### config.mk
export PLATFORM = sky130hd
export DESIGN_NAME = green_frame_sequencer
export DESIGN_NICKNAME = d
export VERILOG_FILES = /design/src/rtl/green_frame_sequencer.sv
export SDC_FILE = /design/constraint.sdc
export NUM_CORES = 1
export LEC_CHECK = 0
export ABC_AREA = 1
export ABC_CLOCK_PERIOD_IN_PS = 2450
export CAP_MARGIN = 0
export CORE_ASPECT_RATIO = 1.75
export CORE_MARGIN = 2
export CORE_UTILIZATION = 51
export CTS_BUF_LIST = sky130_fd_sc_hd__clkbuf_2
export DETAILED_ROUTE_END_ITERATION = 7
export PLACE_DENSITY = 0.72
export SYNTH_ARGS = -nofsm -noshare
export SYNTH_HDL_FRONTEND = slang
export SYNTH_SLANG_ARGS = --single-unit
export TNS_END_PERCENT = 100
### constraint.sdc
create_clock -name PCLK -period 2.45 [get_ports PCLK]
set_clock_uncertainty 0.1 [all_clocks]
set_input_delay 0.49 -clock PCLK [delete_from_list [all_inputs] [get_ports PCLK]]
set_output_delay 0.49 -clock PCLK [all_outputs]
set_load 0.02 [all_outputs]
### src/rtl/green_frame_sequencer.sv
// Camera-side sequencer for the green detector: splits the YCbCr 4:2:2 byte stream into
// per-pixel strobes and folds the detector's verdicts into per-frame count and bounding box.
module green_frame_sequencer #(
    parameter int H_ACTIVE   = 640,
    parameter int V_ACTIVE   = 480,
    parameter int MIN_PIXELS = 64
) (
    input  logic        PCLK,
    input  logic        reset_n,
    input  logic        VSYNC,
    input  logic        HREF,
    input  logic [7:0]  D,
    output logic [7:0]  Y,
    output logic [7:0]  Cb,
    output logic [7:0]  Cr,
    output logic        e_pix,
    input  logic        verde,
    output logic [18:0] green_count,
    output logic [9:0]  x_min,
    output logic [9:0]  x_max,
    output logic [8:0]  y_min,
    output logic [8:0]  y_max,
    output logic        found,
    output logic        frame_done
);

    localparam logic [9:0]  H_LIM   = 10'(H_ACTIVE);
    localparam logic [8:0]  V_LIM   = 9'(V_ACTIVE);
    localparam logic [18:0] MIN_CNT = 19'(MIN_PIXELS);

    typedef enum logic [1:0] {IDLE, ACTIVE, FLUSH, PUBLISH} state_t;

    typedef struct packed {
        logic [18:0] cnt;
        logic [9:0]  x_lo;
        logic [9:0]  x_hi;
        logic [8:0]  y_lo;
        logic [8:0]  y_hi;
    } stats_t;

    localparam stats_t STATS_CLR = {19'd0, 10'h3ff, 10'd0, 9'h1ff, 9'd0};

    state_t      state;
    stats_t      acc;
    logic        vsync_q;
    logic        href_q;
    logic [1:0]  phase;
    logic [7:0]  cb_q;
    logic [7:0]  y0_q;
    logic [9:0]  x;
    logic [8:0]  y;
    logic [9:0]  x_d;
    logic [8:0]  y_d;
    logic        line_pix;
    // [0] is the pixel strobe itself, [1] marks the cycle its verdict arrives
    logic [1:0]  vld_pipe;

    logic        vs_fall;
    logic        vs_rise;
    logic        hit;

    assign e_pix   = vld_pipe[0];
    assign vs_fall = vsync_q & ~VSYNC;
    assign vs_rise = ~vsync_q & VSYNC;
    assign hit     = vld_pipe[1] & verde & (x_d < H_LIM) & (y_d < V_LIM);

    always_ff @(posedge PCLK or negedge reset_n) begin
        if (!reset_n) begin
            state       <= IDLE;
            acc         <= STATS_CLR;
            vsync_q     <= 1'b0;
            href_q      <= 1'b0;
            phase       <= 2'd0;
            cb_q        <= 8'd0;
            y0_q        <= 8'd0;
            x           <= 10'd0;
            y           <= 9'd0;
            x_d         <= 10'd0;
            y_d         <= 9'd0;
            line_pix    <= 1'b0;
            vld_pipe    <= 2'b00;
            Y           <= 8'd0;
            Cb          <= 8'd0;
            Cr          <= 8'd0;
            green_count <= 19'd0;
            x_min       <= 10'd0;
            x_max       <= 10'd0;
            y_min       <= 9'd0;
            y_max       <= 9'd0;
            found       <= 1'b0;
            frame_done  <= 1'b0;
        end else begin
            vsync_q    <= VSYNC;
            href_q     <= HREF;
            frame_done <= 1'b0;
            vld_pipe   <= {vld_pipe[0], 1'b0};
            x_d        <= x;
            y_d        <= y;

            // FLUSH still accumulates so the verdict for the final strobe is not lost
            if ((state == ACTIVE || state == FLUSH) && hit) begin
                if (acc.cnt != '1)
                    acc.cnt <= acc.cnt + 1'b1;
                if (x_d < acc.x_lo) acc.x_lo <= x_d;
                if (x_d > acc.x_hi) acc.x_hi <= x_d;
                if (y_d < acc.y_lo) acc.y_lo <= y_d;
                if (y_d > acc.y_hi) acc.y_hi <= y_d;
            end

            case (state)
                IDLE: begin
                    if (vs_fall) begin
                        acc      <= STATS_CLR;
                        phase    <= 2'd0;
                        x        <= 10'd0;
                        y        <= 9'd0;
                        line_pix <= 1'b0;
                        state    <= ACTIVE;
                    end
                end

                ACTIVE: begin
                    if (vld_pipe[0] && x != H_LIM)
                        x <= x + 1'b1;
                    if (vs_rise) begin
                        state <= FLUSH;
                    end else if (HREF) begin
                        phase <= phase + 1'b1;
                        case (phase)
                            2'd0: cb_q <= D;
                            2'd1: y0_q <= D;
                            2'd2: begin
                                Y           <= y0_q;
                                Cb          <= cb_q;
                                Cr          <= D;
                                vld_pipe[0] <= 1'b1;
                                line_pix    <= 1'b1;
                            end
                            default: begin
                                Y           <= D;
                                vld_pipe[0] <= 1'b1;
                            end
                        endcase
                    end else if (href_q) begin
                        // end of line: an unfinished pair is dropped
                        phase    <= 2'd0;
                        x        <= 10'd0;
                        line_pix <= 1'b0;
                        if (line_pix && y != V_LIM)
                            y <= y + 1'b1;
                    end
                end

                FLUSH: state <= PUBLISH;

                default: begin
                    green_count <= acc.cnt;
                    if (acc.cnt == 19'd0) begin
                        x_min <= 10'd0;
                        x_max <= 10'd0;
                        y_min <= 9'd0;
                        y_max <= 9'd0;
                        found <= 1'b0;
                    end else begin
                        x_min <= acc.x_lo;
                        x_max <= acc.x_hi;
                        y_min <= acc.y_lo;
                        y_max <= acc.y_hi;
                        found <= (acc.cnt >= MIN_CNT);
                    end
                    frame_done <= 1'b1;
                    state      <= IDLE;
                end
            endcase
        end
    end

endmodule
==> results of run 1 <==
==> metrics by stage <==
stage | setup WS [ps] | std cells | hold slack (ps) | util | cell area (µm²)
6_report | 127 | 1551 | 137 | 0.611 | 11700
4_1_cts | 5.03 | 1550 | 49.7 | 0.610 | 11700
3_5_place_dp | 191 | 1470 | 260 | 0.590 | 11300
5_1_grt | 14.3 | 1551 | 95.1 | 0.611 | 11700
3_3_place_gp | 243 | 1470 | 260 | 0.590 | 11300
2_1_floorplan | 533 | 1145 | 94.4 | - | 9950
==> layer usage <==
metal,wire [µm],GRT usage
met5,0,0
met3,913,0.0432
met4,791,0.103
met1,8840,0.260
met2,12400,0.423
==> state kept, by name, summed over array words and instances, names as in the netlist, 2 cells and up <==
register / cells
acc: 57
green_count: 19
x: 10
x_d: 10
x_max: 10
x_min: 10
y: 9
y_d: 9
y_max: 9
y_min: 9
Cb: 8
Cr: 8
Y: 8
cb_q: 8
y0_q: 8
phase: 2
state: 2
vld_pipe: 2
==> power by group through the flow <==
stage               sequential, mW  clock [mW]  combinational [mW]
floorplan                     5.44           0                2.32
global placement              5.01           0                4.45
detailed placement            5.03           0                4.56
CTS                           4.97        2.09                4.58
global route                  5.09        2.26                5.02
finish                        4.97        2.01                4.51
==> path summary, 6_finish.rpt <==
| path | start | to | slack, ps | cells after the start |
|---|---|---|---|---|
| min | VSYNC | vsync_q | 140 | 1 |
| min reg2reg | x[3] | x_d[3] | 290 | 0 |
| max reg2reg | state[0] | acc[39] | 250 | 7 |
| min in group asynchronous | reset_n | acc[1] | 220 | 2 |
| max | Cr[7] | Cr[7] | 130 | 1 |
| max in group asynchronous | reset_n | y_min[8] | 1340 | 3 |
==> repair_timing <==
action	4_1_cts	5_1_grt
hold buffers	1	0
gates resized for setup	2	1
endpoints found under the setup margin	2	1
endpoints found under the hold margin	54	0
==> kinds of logic (layout without fill, tap and decap cells) <==
family / after synthesis / count (layout)
AO/OA/AOI/OAI: 178 / 178
flip-flops: 203 / 203
XOR/XNOR: 14 / 14
other: 0 / 1
multiplexers: 8 / 8
AND/OR/NAND/NOR: 532 / 532
buffers and inverters: 161 / 325
adder cells (fa/ha/maj): 49 / 49
==> synth_stat cells (all sizes together) <==
cell | count | area (µm²)
nand2 | 323 | 1250
dfrtp | 184 | 4600
inv | 119 | 447
o21ai | 105 | 529
nor2 | 91 | 384
nand3 | 73 | 400
ha | 49 | 613
a21oi | 39 | 199
nand4 | 23 | 156
buf | 22 | 149
clkbuf | 20 | 76.3
dfstp | 19 | 499
o211ai | 18 | 135
xor2 | 13 | 114
nand3b | 10 | 75.1
o21a | 10 | 75.1
mux2 | 8 | 90.1
nor3 | 6 | 30.0
nor4 | 3 | 48.8
o31ai | 2 | 15.0
a211oi | 1 | 7.51
a21o | 1 | 7.51
a31oi | 1 | 6.26
and3 | 1 | 6.26
nor3b | 1 | 7.51
o21bai | 1 | 7.51
or2 | 1 | 6.26
xnor2 | 1 | 8.76
==> area by class of cell <==
| class | instances | area share |
|---|---|---|
| Sequential cell | 203 | 0.437 |
| Multi-Input combinational cell | 781 | 0.357 |
| Timing Repair Buffer | 127 | 0.108 |
| Inverter | 119 | 0.0383 |
| Clock buffer | 65 | 0.0279 |
| Tap cell | 241 | 0.0258 |
| Clock inverter | 14 | 0.00493 |
| Antenna cell | 1 | 0.000214 |
==> worst register-to-register path: stages (launching register included) <==
cell	delay [ps]
dfrtp_1	430
inv_1	90
ha_1	360
inv_2	240
nor2_2	80
inv_2	500
o21ai_0	220
nor2_1	120
==> out/results.tsv, run 1 <==
metric	value	unit
status	complete, no violations	
syn_avg_cell_area	8.69	µm²
cts_setup_buffers	0	
finalSetupTns	0	ps
syn_area	9950	µm²
yosys_register_bits	203	
first_iter_violations	378	
postSynthCellCount	1145	
synth_fa_ha_area_frac	0.0616	
path_class	register to output pin	
antenna_found_initial	1	
vias_per_cell	5.21	
synthMuxAreaShare	0.00906	
maxCapViolCount	0	
drc	0	
p_sw_frac	0.403	
relSlewSlack	0.549	
dr.pass1.iters	5	
die_w	110	µm
detail-route-antenna-nets	0	
overflow	0	
synth_xor_area_frac	0.0123	
cts-root-buf	clkbuf_2	
cp_max_fo	2	
synth_compound_area_frac	0.0987	
ir_worst_vdd	0.660	mV
final_hold_viol_count	0	
finalNetCount	1339	
core_area	19100	µm²
ys_types	44	
cts_sinks	203	
std_cell_rows	67	
gr-usage-all-layers	0.234	
grt_pass1_vias	8188	
worst_pin_slew	676	ps
clock_latency	730	ps
power_density	984	nW/µm²
crit_arrival	1730	ps
htreeDepth	2	
clkPwrFrac	0.175	
required	1860	ps
path_buf_inv	1	
drive_gt1_frac	0.130	
regArea	5100	µm²
synth_nets	1207	
cts_tree	yes	
power_frac_comb	0.392	
cts_buffers	45	
clkTransAtPathRegs	110	ps
synth-simple-area-share	0.238	
num-fill-cells	1732	
finalSetupViolCount	0	
cp-start-kind	register	
ios	97	
dieArea	20700	µm²
worstPathCellList	clkdlybuf4s50_1	
ctsLongestPathBuffers	3	
power_frac_seq	0.433	
wl_per_cell	14.8	µm
dp_hpwl	16.4	mm
p_total	11.5	mW
port_buffers	96	
cp_top_family	buffers and inverters	
grt_pass1_wl	38.8	mm
synth_seq_area_share	0.513	
dieHeight	189	µm
fmax	430	MHz
period_needed	2320	ps
start_util	0.520	
grt_max_degree	71	
routed_wirelength	22.9	mm
leakagePower	5.94	nW
yosys_warnings	0	
gp_congestion	0.854	
areaGrowthSynthToFinish	17.3	%
synth_top_family_by_area	simple AND/OR/NAND/NOR gates	
final_common_cell	nand2_1	
min_period_over_period	0.948	
drv_slew	0	
crit_path_max_incr_delay	630	ps
intPower	6.85	mW
final_cell_mix	314 x nand2_1, 184 x dfrtp_1, 110 x inv_1	
switching_power	4.63	mW
rsz0062_at_grt	no	
vias	8079	
slowest_stage	clkdlybuf4s50_1	
cp-end-kind	output pin	
multiInputGateArea	4170	µm²
hold_class	input port to register	
No activity file was read; power rests on OpenSTA's default activity.
==> inputs of run 2 (changes only) <==
ABC_AREA = default   (was 1)
CAP_MARGIN = default   (was 0)
HOLD_SLACK_MARGIN = 0.08   (was default)
PLACE_DENSITY = 0.73   (was 0.72)
==> run 2 against run 1 <==
  * Die area is 5.3% lower
  * Combinational power is 32% lower
  * Synthesized cell count is 28% lower
  * Sequential cell count stayed put
  * Cell area is 2.6% lower
==> out/results.tsv, run 2 <==
metric	value	unit	change
detail-route-antenna-nets	0		unchanged
rsz0062_at_grt	no		
final_hold_viol_count	0		unchanged
final_cell_mix	184 x dfrtp_1, 94 x clkdlybuf4s50_1, 65 x clkbuf_2		
gr-usage-met3	0.0401		-0.00318
die_w	107	µm	-2.7%
r2r-start	state[0]		
cp-end-kind	output pin		
dr.pass1.iters	4		-1
crit_start	y_min[1]		
drc	0		unchanged
gp_congestion	0.909		+6.5%
period_needed	2330	ps	+8.77 ps
cp.depth	1		unchanged
cp-start-kind	register		
dieArea	19600	µm²	-5.3%
synth_seq_area_share	0.543		+0.0298
ctsLongestPathBuffers	3		unchanged
final_cells	1261		-19%
antenna_found_initial	1		unchanged
relSlewSlack	0.539		-0.00999
min_period_over_period	0.952		+0.00358
yosys-top-cells-area	dfrtp_1 49%, ha_1 6.5%, mux2_2 6.2%		
clock_latency	750	ps	+20 ps
cts_tree	yes		
areaGrowthSynthToFinish	20.9	%	
dp.cells	1177		-20%
crit_arrival	1740	ps	about the same
routed_wirelength	20.8	mm	-9.2%
synth_top_cell_by_area	dfrtp_1		
synth-main-ff-cell	dfrtp_1		
grt_max_degree	64		-9.9%
largest_reg_flops	57		unchanged
port_buffers	96		unchanged
regToRegSetupSlack	120	ps	-130 ps
reg.largest.list	acc: 57 flops, green_count: 19 flops		
final_common_cell	dfrtp_1		
dpl_cell_area	11000	µm²	-2.9%
cts-root-buf	clkbuf_2		
rr_worst_depth	8		+1
cts_sinks	203		unchanged
path_class	register to output pin		
worstPathCellList	clkdlybuf4s50_1		
cp_top_family	buffers and inverters		
wl_per_cell	16.5	µm	+12%
dp_hpwl	14.7	mm	-11%
netlist.area_leader.share	0.490		+0.0269
gr-usage-all-layers	0.219		-0.0144
fmax	429	MHz	-0.38%
grt_pass1_wl	34.8	mm	-10%
cts_buffers	45		unchanged
vias_per_cell	5.65		+8.4%
synthTopCellsByCount	184 x dfrtp_1, 62 x nand3_1, 59 x o21ai_0		
path_buf_inv	1		unchanged
yosysMostFrequentCell	dfrtp_1		
use_met1	0.252		-0.00856
grt-busiest-layer	met2		
drive_gt1_frac	0.203		+0.0729
finalNetCount	1054		-21%
grt_use_met2	0.395		-0.0280
status	complete, no violations		
dieHeight	184	µm	-2.7%
synth-edff-count	0		unchanged
ir_worst_vdd	0.615	mV	-6.8%
finalSetupTns	0	ps	unchanged
htreeDepth	2		unchanged
postSynthCellCount	827		-28%
yosys_warnings	0		unchanged
syn_area	9400	µm²	-5.5%
maxCapViolCount	0		unchanged
worst_pin_slew	692	ps	+16.0 ps
crit-reg2reg-capture	acc[16]		
ios	97		unchanged
largest_register	acc		
drv_slew	0		unchanged
core_area	18100	µm²	-5.5%
slowest_stage	clkdlybuf4s50_1		
leakagePower	5.42	nW	-8.8%
fin_util	0.630		+0.0190
clkTransAtPathRegs	100	ps	about the same
syn_avg_cell_area	11.4	µm²	+31%
synth_nets	889		-26%
std_cell_rows	65		-3.0%
start_util	0.521		about the same
fin_area	11400	µm²	-2.6%
power_density	840	nW/µm²	-15%
first_iter_violations	229		-39%
p_total	9.55	mW	-17%
crit_path_max_incr_delay	610	ps	-20 ps
cp_max_fo	2		unchanged
yosys_register_bits	203		unchanged
required	1860	ps	about the same
ys_types	67		+52%
finalSetupViolCount	0		unchanged
vias	7122		-12%
cp-endpoint	y_min[1]		
grt_pass1_vias	7339		-10%
hold_class	input port to async pin		
synthArstFlopShare	1.00		unchanged
overflow	0		unchanged
## run 2: power breakdown
group	switching (mW)	internal [mW]
clock network	1.28	0.715
registers	0.439	4.07
logic	1.66	1.39
total	3.38	6.17
## run 2: kinds of logic after synthesis
logic type      Yosys count  share of synthesized area
fa+ha+maj                49                     0.0652
xor+xnor                 10                    0.00931
simple gates            210                      0.118
flops                   203                      0.543
mux                      62                     0.0729
compound gates          209                      0.153
buf+inv                  84                     0.0381
## run 2: worst min-delay path by stage
stage | from | end | cells after the start
floorplan | reset_n | Cb[0] | 0
global placement | x[9] | x_d[9] | 0
finish | reset_n | green_count[12] | 2
CTS | reset_n | acc[46] | 2
detailed placement | x[9] | x_d[9] | 0
global route | reset_n | green_count[12] | 2
## run 2: what timing repair did
action | 4_1_cts | 5_1_grt
hold endpoints to repair | 176 | 0
endpoints found under the setup margin | 1 | 20
gates resized for setup | 1 | 5
pin swaps | 0 | 0
hold buffers | 1 | 0
buffers inserted | 0 | 1
## run 2: stage by stage
stage / hold slack [ps] / setup WS, ps
5_1_grt: 155 / 1.02
4_1_cts: 122 / 17.4
3_5_place_dp: 309 / -100
6_report: 152 / 118
2_1_floorplan: 94.4 / 297
3_3_place_gp: 306 / -55.2
## run 2: final cells by class
class	count	area (µm²)
fillers	1531	6690
flip-flops and latches	203	5100
multi-input cells	540	3970
repair buffers	146	1400
clock buffers	65	325
well taps	234	293
inverters	56	210
clock inverters	16	65.1
diodes	1	2.50
## run 2: routing by layer
metal,up-vias,share of wire
li1,3390,-
met5,-,0
met4,0,0.031
met3,46,0.042
met2,175,0.53
met1,3511,0.39
